[src/rtl/lcd_pkg.sv]
// lcd_pkg
//   Shared definitions for the SPI LCD receiver: panel command opcodes,
//   decoder state encoding, parameter-target selector and default panel size.
package lcd_pkg;

   localparam int LCD_DEF_WIDTH  = 240;
   localparam int LCD_DEF_HEIGHT = 135;

   localparam logic [7:0] CMD_SLPIN   = 8'h10;
   localparam logic [7:0] CMD_SLPOUT  = 8'h11;
   localparam logic [7:0] CMD_DISPOFF = 8'h28;
   localparam logic [7:0] CMD_DISPON  = 8'h29;
   localparam logic [7:0] CMD_CASET   = 8'h2A;
   localparam logic [7:0] CMD_RASET   = 8'h2B;
   localparam logic [7:0] CMD_RAMWR   = 8'h2C;
   localparam logic [7:0] CMD_MADCTL  = 8'h36;
   localparam logic [7:0] CMD_COLMOD  = 8'h3A;

   typedef enum logic [2:0] {
      ST_IDLE,
      ST_PARAM,
      ST_DISCARD,
      ST_PIX_A,
      ST_PIX_B
   } dec_state_t;

   typedef enum logic [1:0] {
      PSEL_CASET,
      PSEL_RASET,
      PSEL_COLMOD,
      PSEL_MADCTL
   } param_sel_t;

   // Effective window end: a start beyond the end collapses the window
   // to a single column/row at the start coordinate.
   function automatic logic [15:0] win_end(input logic [15:0] s, input logic [15:0] e);
      return (s > e) ? s : e;
   endfunction

endpackage

[src/rtl/spi_slave_byte.sv]
// spi_slave_byte
//   SPI mode-0 byte receiver running entirely in the clk domain.
//   All SPI pins are brought in through 2-flop synchronizers; SCK edges are
//   detected on the synchronized copy, so SCK must be no faster than clk/8.
// Ports
//   clk, rst_n           system clock, async active-low reset
//   i_spi_cs             chip select, active-low (clears the bit counter)
//   i_spi_sck            serial clock, MOSI sampled on rise
//   i_spi_mosi           serial data, MSB first
//   i_spi_dc             data/command flag, captured with the 8th bit
//   o_byte_valid         one-clk strobe, one clk after the 8th SCK rise
//   o_byte, o_byte_dc    received byte and its D/C flag
module spi_slave_byte #(
   parameter int CLK_FRE = 27
) (
   input  logic       clk,
   input  logic       rst_n,
   input  logic       i_spi_cs,
   input  logic       i_spi_sck,
   input  logic       i_spi_mosi,
   input  logic       i_spi_dc,
   output logic       o_byte_valid,
   output logic [7:0] o_byte,
   output logic       o_byte_dc
);

   // Minimum clk cycles between any two SCK edges at the clk/8 limit.
   localparam int SCK_MIN_GAP = 4;

   logic [1:0] r_cs_sync;
   logic [1:0] r_sck_sync;
   logic [1:0] r_mosi_sync;
   logic [1:0] r_dc_sync;
   logic       r_sck_d;
   logic [2:0] r_bit_cnt;
   logic [6:0] r_shift;
   logic [7:0] r_byte;
   logic       r_valid;
   logic       r_dc;
   logic [1:0] r_gap_tmr;

   logic w_cs;
   logic w_sck;
   logic w_mosi;
   logic w_dc;
   logic w_sck_rise;
   logic w_sck_edge;

   assign w_cs       = r_cs_sync[1];
   assign w_sck      = r_sck_sync[1];
   assign w_mosi     = r_mosi_sync[1];
   assign w_dc       = r_dc_sync[1];
   assign w_sck_rise = w_sck & ~r_sck_d;
   assign w_sck_edge = w_sck ^ r_sck_d;

   always_ff @(posedge clk or negedge rst_n) begin
      if (!rst_n) begin
         r_cs_sync   <= '0;
         r_sck_sync  <= '0;
         r_mosi_sync <= '0;
         r_dc_sync   <= '0;
         r_sck_d     <= 1'b0;
      end else begin
         r_cs_sync   <= {r_cs_sync[0], i_spi_cs};
         r_sck_sync  <= {r_sck_sync[0], i_spi_sck};
         r_mosi_sync <= {r_mosi_sync[0], i_spi_mosi};
         r_dc_sync   <= {r_dc_sync[0], i_spi_dc};
         r_sck_d     <= w_sck;
      end
   end

   always_ff @(posedge clk or negedge rst_n) begin
      if (!rst_n) begin
         r_bit_cnt <= '0;
         r_shift   <= '0;
         r_byte    <= '0;
         r_valid   <= 1'b0;
         r_dc      <= 1'b0;
      end else begin
         r_valid <= 1'b0;
         if (w_cs) begin
            r_bit_cnt <= '0;
         end else if (w_sck_rise) begin
            r_shift   <= {r_shift[5:0], w_mosi};
            r_bit_cnt <= r_bit_cnt + 3'd1;
            if (r_bit_cnt == 3'd7) begin
               r_byte  <= {r_shift, w_mosi};
               r_dc    <= w_dc;
               r_valid <= 1'b1;
            end
         end
      end
   end

   // SCK rate monitor: down-counter reloaded on every SCK edge; an edge
   // arriving before terminal count means SCK exceeds clk/8.
   always_ff @(posedge clk or negedge rst_n) begin
      if (!rst_n) begin
         r_gap_tmr <= '0;
      end else if (w_sck_edge) begin
         assert (w_cs || (r_gap_tmr == '0))
            else $error("spi_slave_byte: SCK faster than %0d kHz", (CLK_FRE * 1000) / 8);
         r_gap_tmr <= 2'(SCK_MIN_GAP - 1);
      end else if (r_gap_tmr != '0) begin
         r_gap_tmr <= r_gap_tmr - 2'd1;
      end
   end

   assign o_byte_valid = r_valid;
   assign o_byte       = r_byte;
   assign o_byte_dc    = r_dc;

endmodule

[src/rtl/spi_lcd_rx.sv]
// spi_lcd_rx
//   Receives an ST7789-style SPI command stream and turns RAMWR pixel data
//   into framebuffer writes inside the CASET/RASET window.
// Ports
//   clk, rst_n                      system clock, async active-low reset
//   spi_cs, spi_dc, spi_sck, spi_mosi   SPI slave inputs (async to clk)
//   spi_miso                        tied low, reads unsupported
//   fb_we, fb_addr, fb_wdata        framebuffer write port (y*W + x, RGB565)
//   frame_done                      pulse with the write of window pixel (xe,ye)
//   sleep_out, disp_on              panel status flags
//   colmod, madctl                  last written register values
//
// Decoder states
//   state      | meaning
//   ST_IDLE    | no active sequence, data bytes ignored
//   ST_PARAM   | collecting parameter bytes for CASET/RASET/COLMOD/MADCTL
//   ST_DISCARD | unknown command or surplus parameters, data ignored
//   ST_PIX_A   | waiting for first byte of a pixel
//   ST_PIX_B   | first byte held, second byte completes the pixel
module spi_lcd_rx
   import lcd_pkg::*;
#(
   parameter int CLK_FRE        = 27,
   parameter int DISPLAY_WIDTH  = LCD_DEF_WIDTH,
   parameter int DISPLAY_HEIGHT = LCD_DEF_HEIGHT,
   parameter int PIX_LSB_FIRST  = 1
) (
   input  logic        clk,
   input  logic        rst_n,
   input  logic        spi_cs,
   input  logic        spi_dc,
   input  logic        spi_sck,
   input  logic        spi_mosi,
   output logic        spi_miso,
   output logic        fb_we,
   output logic [14:0] fb_addr,
   output logic [15:0] fb_wdata,
   output logic        sleep_out,
   output logic        disp_on,
   output logic [7:0]  colmod,
   output logic [7:0]  madctl,
   output logic        frame_done
);

   logic       w_byte_valid;
   logic [7:0] w_byte;
   logic       w_byte_dc;

   spi_slave_byte #(
      .CLK_FRE (CLK_FRE)
   ) u_spi_slave_byte (
      .clk          (clk),
      .rst_n        (rst_n),
      .i_spi_cs     (spi_cs),
      .i_spi_sck    (spi_sck),
      .i_spi_mosi   (spi_mosi),
      .i_spi_dc     (spi_dc),
      .o_byte_valid (w_byte_valid),
      .o_byte       (w_byte),
      .o_byte_dc    (w_byte_dc)
   );

   dec_state_t  r_state;
   dec_state_t  w_state_nxt;
   param_sel_t  r_param_sel;
   logic [1:0]  r_param_cnt;
   logic [23:0] r_param_buf;
   logic [15:0] r_xs;
   logic [15:0] r_xe;
   logic [15:0] r_ys;
   logic [15:0] r_ye;
   logic [15:0] r_x;
   logic [15:0] r_y;
   logic [7:0]  r_pix_first;
   logic        r_fb_we;
   logic [14:0] r_fb_addr;
   logic [15:0] r_fb_wdata;
   logic        r_frame_done;
   logic        r_sleep_out;
   logic        r_disp_on;
   logic [7:0]  r_colmod;
   logic [7:0]  r_madctl;

   logic        w_cmd;
   logic        w_data;
   logic [15:0] w_xe_eff;
   logic [15:0] w_ye_eff;
   logic        w_x_last;
   logic        w_y_last;
   logic        w_in_range;
   logic [15:0] w_pixel;
   logic [14:0] w_addr;

   assign w_cmd      = w_byte_valid & ~w_byte_dc;
   assign w_data     = w_byte_valid & w_byte_dc;
   assign w_xe_eff   = win_end(r_xs, r_xe);
   assign w_ye_eff   = win_end(r_ys, r_ye);
   // >= rather than == so a position left outside the window still wraps.
   assign w_x_last   = (r_x >= w_xe_eff);
   assign w_y_last   = (r_y >= w_ye_eff);
   assign w_in_range = (r_x < 16'(DISPLAY_WIDTH)) && (r_y < 16'(DISPLAY_HEIGHT));
   assign w_pixel    = (PIX_LSB_FIRST != 0) ? {w_byte, r_pix_first} : {r_pix_first, w_byte};
   assign w_addr     = r_y[14:0] * 15'(DISPLAY_WIDTH) + r_x[14:0];

   always_ff @(posedge clk or negedge rst_n) begin
      if (!rst_n) begin
         r_state <= ST_IDLE;
      end else begin
         r_state <= w_state_nxt;
      end
   end

   always_comb begin
      w_state_nxt = r_state;
      if (w_cmd) begin
         case (w_byte)
            CMD_SLPIN, CMD_SLPOUT, CMD_DISPOFF, CMD_DISPON: w_state_nxt = ST_IDLE;
            CMD_CASET, CMD_RASET, CMD_COLMOD, CMD_MADCTL:   w_state_nxt = ST_PARAM;
            CMD_RAMWR:                                       w_state_nxt = ST_PIX_A;
            default:                                         w_state_nxt = ST_DISCARD;
         endcase
      end else if (w_data) begin
         case (r_state)
            ST_PARAM: if (r_param_cnt == 2'd0) w_state_nxt = ST_DISCARD;
            ST_PIX_A: w_state_nxt = ST_PIX_B;
            ST_PIX_B: w_state_nxt = ST_PIX_A;
            default:  w_state_nxt = r_state;
         endcase
      end
   end

   always_ff @(posedge clk or negedge rst_n) begin
      if (!rst_n) begin
         r_param_sel  <= PSEL_CASET;
         r_param_cnt  <= '0;
         r_param_buf  <= '0;
         r_xs         <= '0;
         r_xe         <= 16'(DISPLAY_WIDTH - 1);
         r_ys         <= '0;
         r_ye         <= 16'(DISPLAY_HEIGHT - 1);
         r_x          <= '0;
         r_y          <= '0;
         r_pix_first  <= '0;
         r_fb_we      <= 1'b0;
         r_fb_addr    <= '0;
         r_fb_wdata   <= '0;
         r_frame_done <= 1'b0;
         r_sleep_out  <= 1'b0;
         r_disp_on    <= 1'b0;
         r_colmod     <= '0;
         r_madctl     <= '0;
      end else begin
         r_fb_we      <= 1'b0;
         r_frame_done <= 1'b0;
         if (w_cmd) begin
            case (w_byte)
               CMD_SLPOUT:  r_sleep_out <= 1'b1;
               CMD_SLPIN:   r_sleep_out <= 1'b0;
               CMD_DISPON:  r_disp_on   <= 1'b1;
               CMD_DISPOFF: r_disp_on   <= 1'b0;
               CMD_CASET: begin
                  r_param_sel <= PSEL_CASET;
                  r_param_cnt <= 2'd3;
               end
               CMD_RASET: begin
                  r_param_sel <= PSEL_RASET;
                  r_param_cnt <= 2'd3;
               end
               CMD_COLMOD: begin
                  r_param_sel <= PSEL_COLMOD;
                  r_param_cnt <= 2'd0;
               end
               CMD_MADCTL: begin
                  r_param_sel <= PSEL_MADCTL;
                  r_param_cnt <= 2'd0;
               end
               CMD_RAMWR: begin
                  r_x <= r_xs;
                  r_y <= r_ys;
               end
               default: ;
            endcase
         end else if (w_data) begin
            case (r_state)
               ST_PARAM: begin
                  if (r_param_cnt == 2'd0) begin
                     case (r_param_sel)
                        PSEL_CASET: begin
                           r_xs <= r_param_buf[23:8];
                           r_xe <= {r_param_buf[7:0], w_byte};
                        end
                        PSEL_RASET: begin
                           r_ys <= r_param_buf[23:8];
                           r_ye <= {r_param_buf[7:0], w_byte};
                        end
                        PSEL_COLMOD: r_colmod <= w_byte;
                        PSEL_MADCTL: r_madctl <= w_byte;
                        default: ;
                     endcase
                  end else begin
                     r_param_buf <= {r_param_buf[15:0], w_byte};
                     r_param_cnt <= r_param_cnt - 2'd1;
                  end
               end
               ST_PIX_A: r_pix_first <= w_byte;
               ST_PIX_B: begin
                  r_fb_we      <= w_in_range;
                  r_fb_addr    <= w_addr;
                  r_fb_wdata   <= w_pixel;
                  r_frame_done <= w_x_last & w_y_last;
                  if (w_x_last) begin
                     r_x <= r_xs;
                     r_y <= w_y_last ? r_ys : (r_y + 16'd1);
                  end else begin
                     r_x <= r_x + 16'd1;
                  end
               end
               default: ;
            endcase
         end
      end
   end

   assign spi_miso   = 1'b0;
   assign fb_we      = r_fb_we;
   assign fb_addr    = r_fb_addr;
   assign fb_wdata   = r_fb_wdata;
   assign frame_done = r_frame_done;
   assign sleep_out  = r_sleep_out;
   assign disp_on    = r_disp_on;
   assign colmod     = r_colmod;
   assign madctl     = r_madctl;

endmodule
[config.mk]
export PLATFORM = sky130hd
export DESIGN_NAME = spi_lcd_rx
export DESIGN_NICKNAME = d
export VERILOG_FILES = /design/src/rtl/lcd_pkg.sv /design/src/rtl/spi_slave_byte.sv /design/src/rtl/spi_lcd_rx.sv
export SDC_FILE = /design/constraint.sdc
export NUM_CORES = 1
export LEC_CHECK = 0
export CAP_MARGIN = 20
export CORE_AREA = 2 2 232 234
export CTS_CLUSTER_SIZE = 8
export DETAILED_ROUTE_END_ITERATION = 12
export DIE_AREA = 0 0 234 236
export GPL_ROUTABILITY_DRIVEN = 0
export GPL_TIMING_DRIVEN = 0
export MAX_ROUTING_LAYER = met4
export PLACE_DENSITY = 0.44
export SYNTH_ARGS = -nofsm -noshare
export SYNTH_HDL_FRONTEND = slang
export SYNTH_HIERARCHICAL = 1
export SYNTH_SLANG_ARGS = --single-unit
export TNS_END_PERCENT = 10
[constraint.sdc]
create_clock -name clk -period 7.5 [get_ports clk]
set_input_delay 1.125 -clock clk [delete_from_list [all_inputs] [get_ports clk]]
set_output_delay 1.125 -clock clk [all_outputs]
set_load 0.05 [all_outputs]
==> results.json, run 1 <==
{
  "via_per_inst": 4.47,
  "syn_to_final_growth_pct": 19.7,
  "setup_violations": 0,
  "routed_wl_um": 33500,
  "cts_tree": "yes",
  "cp-start-kind": "register",
  "vdd_drop_max_mv": 0.162,
  "syn_area_sq_mm": 0.0120,
  "cts_made_buffers": 31,
  "n_antenna_cell": 0,
  "grt_max_degree": 112,
  "report.final.hold_viol_count": 0,
  "dr.pass1.iters": 5,
  "synth.area.mux_share_pct": 14.2,
  "dieWidth_um": 234,
  "nFillCells": 5584,
  "clkTransAtPathRegs_ps": 50,
  "drive_gt1_share_pct": 14.3,
  "async_reset_ff_share_pct": 100,
  "fin_crit_sh_pct": 67.2,
  "tightest_slew_ps": 880,
  "maxSlewHeadroom_pct": 40.9,
  "cts_root_buffer": "clkbuf_16",
  "setup.worst_path.end_class": "register",
  "grt_pass1_vias": 9131,
  "max_freq_mhz": 198,
  "area.sequential_sq_mm": 0.00539,
  "yosysSeqAreaShare_pct": 45.0,
  "period_needed_ps": 5040,
  "p_per_area_mw_per_mm2": 178,
  "ant_nets": 0,
  "wl_per_cell_um": 17.3,
  "status": "finished clean",
  "hold_buffers": 0,
  "hp-class": "reg -> reg",
  "fin_ws_ps": 2460,
  "grt_pass1_wl_um": 52800,
  "cts_sinks": 215,
  "start_util_pct": 22.6,
  "io_pins": 58,
  "dr_total_vias": 8668,
  "slew_violations": 0,
  "synthAdderAreaFrac_pct": 13.0,
  "dp_hpwl_um": 24300,
  "grt_use_total_pct": 12.6,
  "rsz0062_at_grt": "false",
  "clock_skew_ps": 26.4,
  "ys_types": 64,
  "synth_ff_type": "dfrtp_1",
  "synth_compound_area_share_pct": 10.5,
  "cts-resized-gates": 0,
  "path_max_fanout": 10,
  "synth_top_family_by_area": "multiplexers",
  "multi_input_area_sq_mm": 0.00609,
  "die_h_um": 236,
  "worstSetupPathType": "reg -> reg",
  "syn-num-nets": 1250,
  "drc": 0,
  "min_path_cells": 0,
  "antenna_found_initial": 0,
  "yosys.area_share.xor_xnor_pct": 1.53,
  "synth-edff-count": 0,
  "portBuffers": 56,
  "clock_tree.htree_level_count": 1,
  "cts_buffer_depth": 3,
  "pre_cts_slack_ps": 2490,
  "critical_path_arrival_ps": 5450,
  "crit_required_ps": 7900,
  "die-area_sq_mm": 0.0552,
  "whs_ps": 345,
  "core_area_sq_mm": 0.0531,
  "grt-ovfl-total": 0,
  "ys_seq_elements": 215,
  "maxCapViolCount": 0,
  "yosys.area_share.simple_pct": 11.6,
  "rows": 85,
  "total_leakage_power_nw": 6.65,
  "clk_latency_ps": 590,
  "syn_inst": 1129,
  "first_iter_violations": 489,
  "yosys_warnings": 6,
  "syn_avg_cell_area_sq_um": 10.6,
  "reg2regPathDepth": 19,
  "layout.nets": 1340,
  "post_cts.repair.setup_buffers": 0
}
==> metrics by stage <==
step	cell area [sq um]	total power (W)	utilization, %	cells	TNS [ps]
3_5_place_dp	13500	0.00126	25.3	1882	0
5_1_grt	14300	0.00266	27.0	1937	0
3_3_place_gp	13400	0.00126	25.3	1881	-923070
2_1_floorplan	12000	0.00123	-	1129	0
6_report	14300	0.00256	27.0	1937	0
4_1_cts	14300	0.00261	27.0	1937	0
==> routing by layer <==
metal	track usage (%)	up-vias	routed length, um
met4	3.30	0	682
met1	17.4	4333	16600
li1	-	4169	-
met5	-	-	0
met2	19.4	126	15200
met3	1.85	40	950
==> cell usage in the layout, fill, tap and decap left out, types with 4 or more instances in the layout <==
cell type        Yosys  layout
nand3_1             25      25
nand4_1             15      15
and3_1               9       9
buf_4                5       5
a21o_1              15      15
buf_2               17      17
xnor2_1             15      15
clkdlybuf4s50_1      0      55
nor3_1              21      21
ha_1                99      99
o21a_1               6       6
inv_1               65      65
clkbuf_16            0      31
nand2_1            148     148
a2bb2oi_1           10      10
mux2_2             100     100
nor4_1               6       6
o21ai_0             76      76
mux2i_1             57      57
nand2b_1             4       4
a22oi_1              4       4
o22ai_1             10      10
dfrtp_1            205     205
o31ai_1              4       4
nor2b_1              9       9
dfstp_2             10      10
nor2_1              50      50
o2111ai_1            4       4
a211oi_1            12      12
clkbuf_1            22      43
fa_1                16      16
a21oi_1             36      36
xor2_1               6       6
==> Yosys cell counts (all sizes together), types with 5 or more instances <==
| library cell | count | share of area, % |
|---|---|---|
| a211oi | 12 | 0.75 |
| a21o | 15 | 0.94 |
| a21oi | 36 | 1.5 |
| a2bb2oi | 10 | 0.73 |
| and3 | 9 | 0.47 |
| buf | 28 | 1.5 |
| clkbuf | 22 | 0.69 |
| dfrtp | 205 | 43 |
| dfstp | 10 | 2.2 |
| fa | 16 | 2.7 |
| ha | 99 | 10 |
| inv | 65 | 2.0 |
| mux2 | 100 | 9.4 |
| mux2i | 57 | 4.8 |
| nand2 | 148 | 4.6 |
| nand2b | 5 | 0.32 |
| nand3 | 25 | 1.0 |
| nand4 | 15 | 0.78 |
| nor2 | 52 | 1.8 |
| nor2b | 9 | 0.47 |
| nor3 | 21 | 0.88 |
| nor4 | 6 | 0.31 |
| o21a | 7 | 0.45 |
| o21ai | 79 | 3.3 |
| o22ai | 10 | 0.52 |
| xnor2 | 15 | 1.1 |
| xor2 | 6 | 0.44 |
==> layout make-up <==
class	count	share of cell area, %
plain buffers	50	1.81
repair buffers	57	4.13
clock buffers	53	6.05
inverters	65	1.70
multi-input cells	799	42.5
clock inverters	2	0.174
flip-flops and latches	215	37.6
well taps	696	6.07
==> power by group <==
part / leakage [nW] / switching (W) / internal, W / total [W]
Combinational: 3.29 / 0.0000301 / 0.0000181 / 0.0000482
Clock: 0.428 / 0.000539 / 0.000777 / 0.00132
Sequential: 2.94 / 0.0000123 / 0.00118 / 0.00119
Total: 6.65 / 0.000581 / 0.00198 / 0.00256
==> state kept, by name, summed over array words and instances, names as in the netlist, 8 cells and up <==
signal,flops
colmod,8
fb_addr,15
fb_wdata,16
madctl,8
r_param_buf,24
r_pix_first,8
r_x,16
r_xe,16
r_xs,16
r_y,16
r_ye,16
r_ys,16
u_spi_slave_byte/o_byte,8
==> critical path, cell delays in order, from the launching register on <==
cell and delay, ps:
dfstp_2 540, inv_1 50, ha_1 280, a21o_1 160, a21o_1 170, a21oi_1 140, a211oi_1 80, o31ai_1 180
buf_2 290, buf_2 320, mux2i_1 250, ha_1 190, nor3_1 50, o21ai_0 190, o211ai_1 120, o211ai_1 510
nor2_1 230, buf_2 250, nor2_1 640, a2bb2oi_1 190
==> logic make-up after synthesis <==
group,count (synthesis)
adder cells (fa/ha/maj),115
other,1
XOR/XNOR,21
AND/OR/NAND/NOR,303
flip-flops,215
AO/OA/AOI/OAI,202
multiplexers,157
buffers and inverters,115
==> worst paths after layout <==
kind	slack, ps	to	from
min in group asynchronous	590	fb_addr[6]$_DFFE_PN0P_	rst_n
max reg2reg	2460	r_y[8]$_DFFE_PN0P_	r_xe[5]$_DFFE_PN1P_
max in group asynchronous	5810	fb_wdata[15]$_DFFE_PN0P_	rst_n
min	340	u_spi_slave_byte/r_cs_sync[1]$_DFF_PN0_	u_spi_slave_byte/r_cs_sync[0]$_DFF_PN0_
max	2460	r_y[8]$_DFFE_PN0P_	r_xe[5]$_DFFE_PN1P_
min reg2reg	340	u_spi_slave_byte/r_cs_sync[1]$_DFF_PN0_	u_spi_slave_byte/r_cs_sync[0]$_DFF_PN0_
Note: power is estimated with default switching activity, not from simulation.
==> inputs of run 2 (changes only) <==
--- a/config.mk
+++ b/config.mk
@@ -13,7 +13,7 @@
 export GPL_ROUTABILITY_DRIVEN = 0
 export GPL_TIMING_DRIVEN = 0
 export MAX_ROUTING_LAYER = met4
-export PLACE_DENSITY = 0.44
+export PLACE_DENSITY = 0.45
 export SYNTH_ARGS = -nofsm -noshare
 export SYNTH_HDL_FRONTEND = slang
 export SYNTH_HIERARCHICAL = 1
==> constraint.sdc (replaced) <==
create_clock -name clk -period 4.1 [get_ports clk]
set_input_delay 0.615 -clock clk [delete_from_list [all_inputs] [get_ports clk]]
set_output_delay 0.615 -clock clk [all_outputs]
set_load 0.05 [all_outputs]
==> results.json, run 2 (synthesis gave the netlist of run 1 again) <==
{
  "io_pins": 58,
  "fin_ws_ps": 119,
  "largest_reg_flops": 24,
  "cts_tree": "yes",
  "n_antenna_cell": 0,
  "endpoint": "r_y[15]$_DFFE_PN0P_",
  "total_leakage_power_nw": 6.98,
  "path_max_fanout": 7,
  "reg2regPathDepth": 19,
  "max_freq_mhz": 251,
  "critical_path_arrival_ps": 4430,
  "dr_total_vias": 8918,
  "period_needed_ps": 3980,
  "cts_buffer_depth": 3,
  "rr_startpoint": "r_ys[13]$_DFFE_PN0P_",
  "post-place-cells": 1883,
  "mostFrequentLayoutCells": "195 x dfrtp_1, 148 x nand2_1, 99 x mux2_2",
  "syn_to_final_growth_pct": 27.3,
  "clk_latency_ps": 570,
  "grt_max_degree": 106,
  "grt_pass1_wl_um": 53600,
  "vdd_drop_max_mv": 0.317,
  "cp-start-kind": "register",
  "rsz0062_at_grt": "true",
  "r2r-end": "r_y[15]$_DFFE_PN0P_",
  "maxCapViolCount": 0,
  "grt-ovfl-total": 0,
  "die_h_um": 236,
  "dieWidth_um": 234,
  "cts_made_buffers": 31,
  "slew_violations": 0,
  "finalSetupTns_ps": 0,
  "grt_use_total_pct": 12.8,
  "tightest_slew_ps": 851,
  "worstSetupPathType": "reg -> reg",
  "fin_crit_sh_pct": 97.1,
  "die-area_sq_mm": 0.0552,
  "start_util_pct": 22.6,
  "crit_required_ps": 4550,
  "final_common_cell": "dfrtp_1",
  "p_per_area_mw_per_mm2": 304,
  "routed_wl_um": 34100,
  "drive_gt1_share_pct": 23.1,
  "maxSlewHeadroom_pct": 42.8,
  "dp_hpwl_um": 24300,
  "placed_cell_area_sq_mm": 0.0135,
  "portBuffers": 56,
  "grt_pass1_vias": 9280,
  "layout.nets": 1388,
  "rows": 85,
  "clkTransAtPathRegs_ps": 60,
  "crit_path_start": "r_ys[13]$_DFFE_PN0P_",
  "whs_ps": 349,
  "regMostFlops": "r_param_buf",
  "stdcell_count": 1980,
  "report.final.hold_viol_count": 0,
  "clock_skew_ps": 9.67,
  "via_per_inst": 4.50,
  "pre_cts_slack_ps": -927,
  "status": "finished clean",
  "setup.worst_path.end_class": "register",
  "antenna_found_initial": 0,
  "ant_nets": 0,
  "wl_per_cell_um": 17.2,
  "fin_area_sq_mm": 0.0153,
  "drc": 0,
  "r2r_slack_ps": 120,
  "clock_tree.htree_level_count": 1,
  "cts_root_buffer": "clkbuf_16",
  "hp-class": "reg -> reg",
  "dr.pass1.iters": 5,
  "cts_sinks": 215,
  "setup_violations": 0,
  "first_iter_violations": 456,
  "core_area_sq_mm": 0.0531
}
[run 2: cell count changes in the layout (fill, tap and decap cells not counted), sizes merged]
cell         change
buf             +46
clkbuf           -4
clkinv           -1
clkinvlp         +1
dlygate4sd3      +1
[run 2: through the flow]
step | total power (W) | utilization (%)
global placement | 0.00230 | 25.3
global route | 0.00485 | 28.8
detailed placement | 0.00231 | 25.4
CTS | 0.00474 | 27.7
finish | 0.00465 | 28.8
floorplan | 0.00224 | -
[run 2: cell type report]
cell class | count | area (sq um)
Timing Repair Buffer | 105 | 1070
Clock buffer | 48 | 850
Fill cell | 5468 | 37800
Clock inverter | 2 | 27.5
Tap cell | 696 | 871
Multi-Input combinational cell | 799 | 6440
Inverter | 65 | 244
Sequential cell | 215 | 5410
Buffer | 50 | 348
[run 2: repair_timing]
action	4_1_cts	5_1_grt
resized for setup	44	85
cloned	2	3
pin swaps	14	42
endpoints found under the hold margin	21	0
endpoints found under the setup margin	35	35
setup buffers	20	21
hold buffers	1	0
[run 2: layer usage]
metal	vias up	wire length (um)	track usage, %
met4	0	769	3.22
met5	-	0	-
met2	170	15500	19.4
met3	58	1160	1.87
li1	4265	-	-
met1	4425	16700	17.9
[run 2: worst min-delay path by stage]
stage	endpoint	start	depth (start not counted)
2_1_floorplan	colmod[0]$_DFFE_PN0P_	rst_n	0
3_3_place_gp	u_spi_slave_byte/r_mosi_sync[1]$_DFF_PN0_	u_spi_slave_byte/r_mosi_sync[0]$_DFF_PN0_	0
3_5_place_dp	u_spi_slave_byte/r_mosi_sync[1]$_DFF_PN0_	u_spi_slave_byte/r_mosi_sync[0]$_DFF_PN0_	0
4_1_cts	u_spi_slave_byte/r_mosi_sync[1]$_DFF_PN0_	u_spi_slave_byte/r_mosi_sync[0]$_DFF_PN0_	0
5_1_grt	u_spi_slave_byte/r_mosi_sync[1]$_DFF_PN0_	u_spi_slave_byte/r_mosi_sync[0]$_DFF_PN0_	0
6_report	u_spi_slave_byte/r_mosi_sync[1]$_DFF_PN0_	u_spi_slave_byte/r_mosi_sync[0]$_DFF_PN0_	0
[run 2: worst max-delay path, cell delays in order, from the launching register on]
cell and delay (ps):
dfrtp_2 420, ha_1 310, a21o_1 180, a21o_1 170, a21oi_1 140, o21a_1 180, o31ai_2 70, o31a_1 120
buf_6 150, buf_12 130, mux2i_1 120, ha_2 210, or4_4 530, a21oi_2 120, o21a_2 170, o211ai_4 130
nor2_8 250, clkbuf_16 200, mux2i_1 170, o22ai_1 100
[run 2: where the power goes]
group	internal, W	leakage [nW]	switching [W]
combinational	0.0000365	3.65	0.0000565
clock	0.00140	0.418	0.000969
sequential	0.00216	2.92	0.0000223
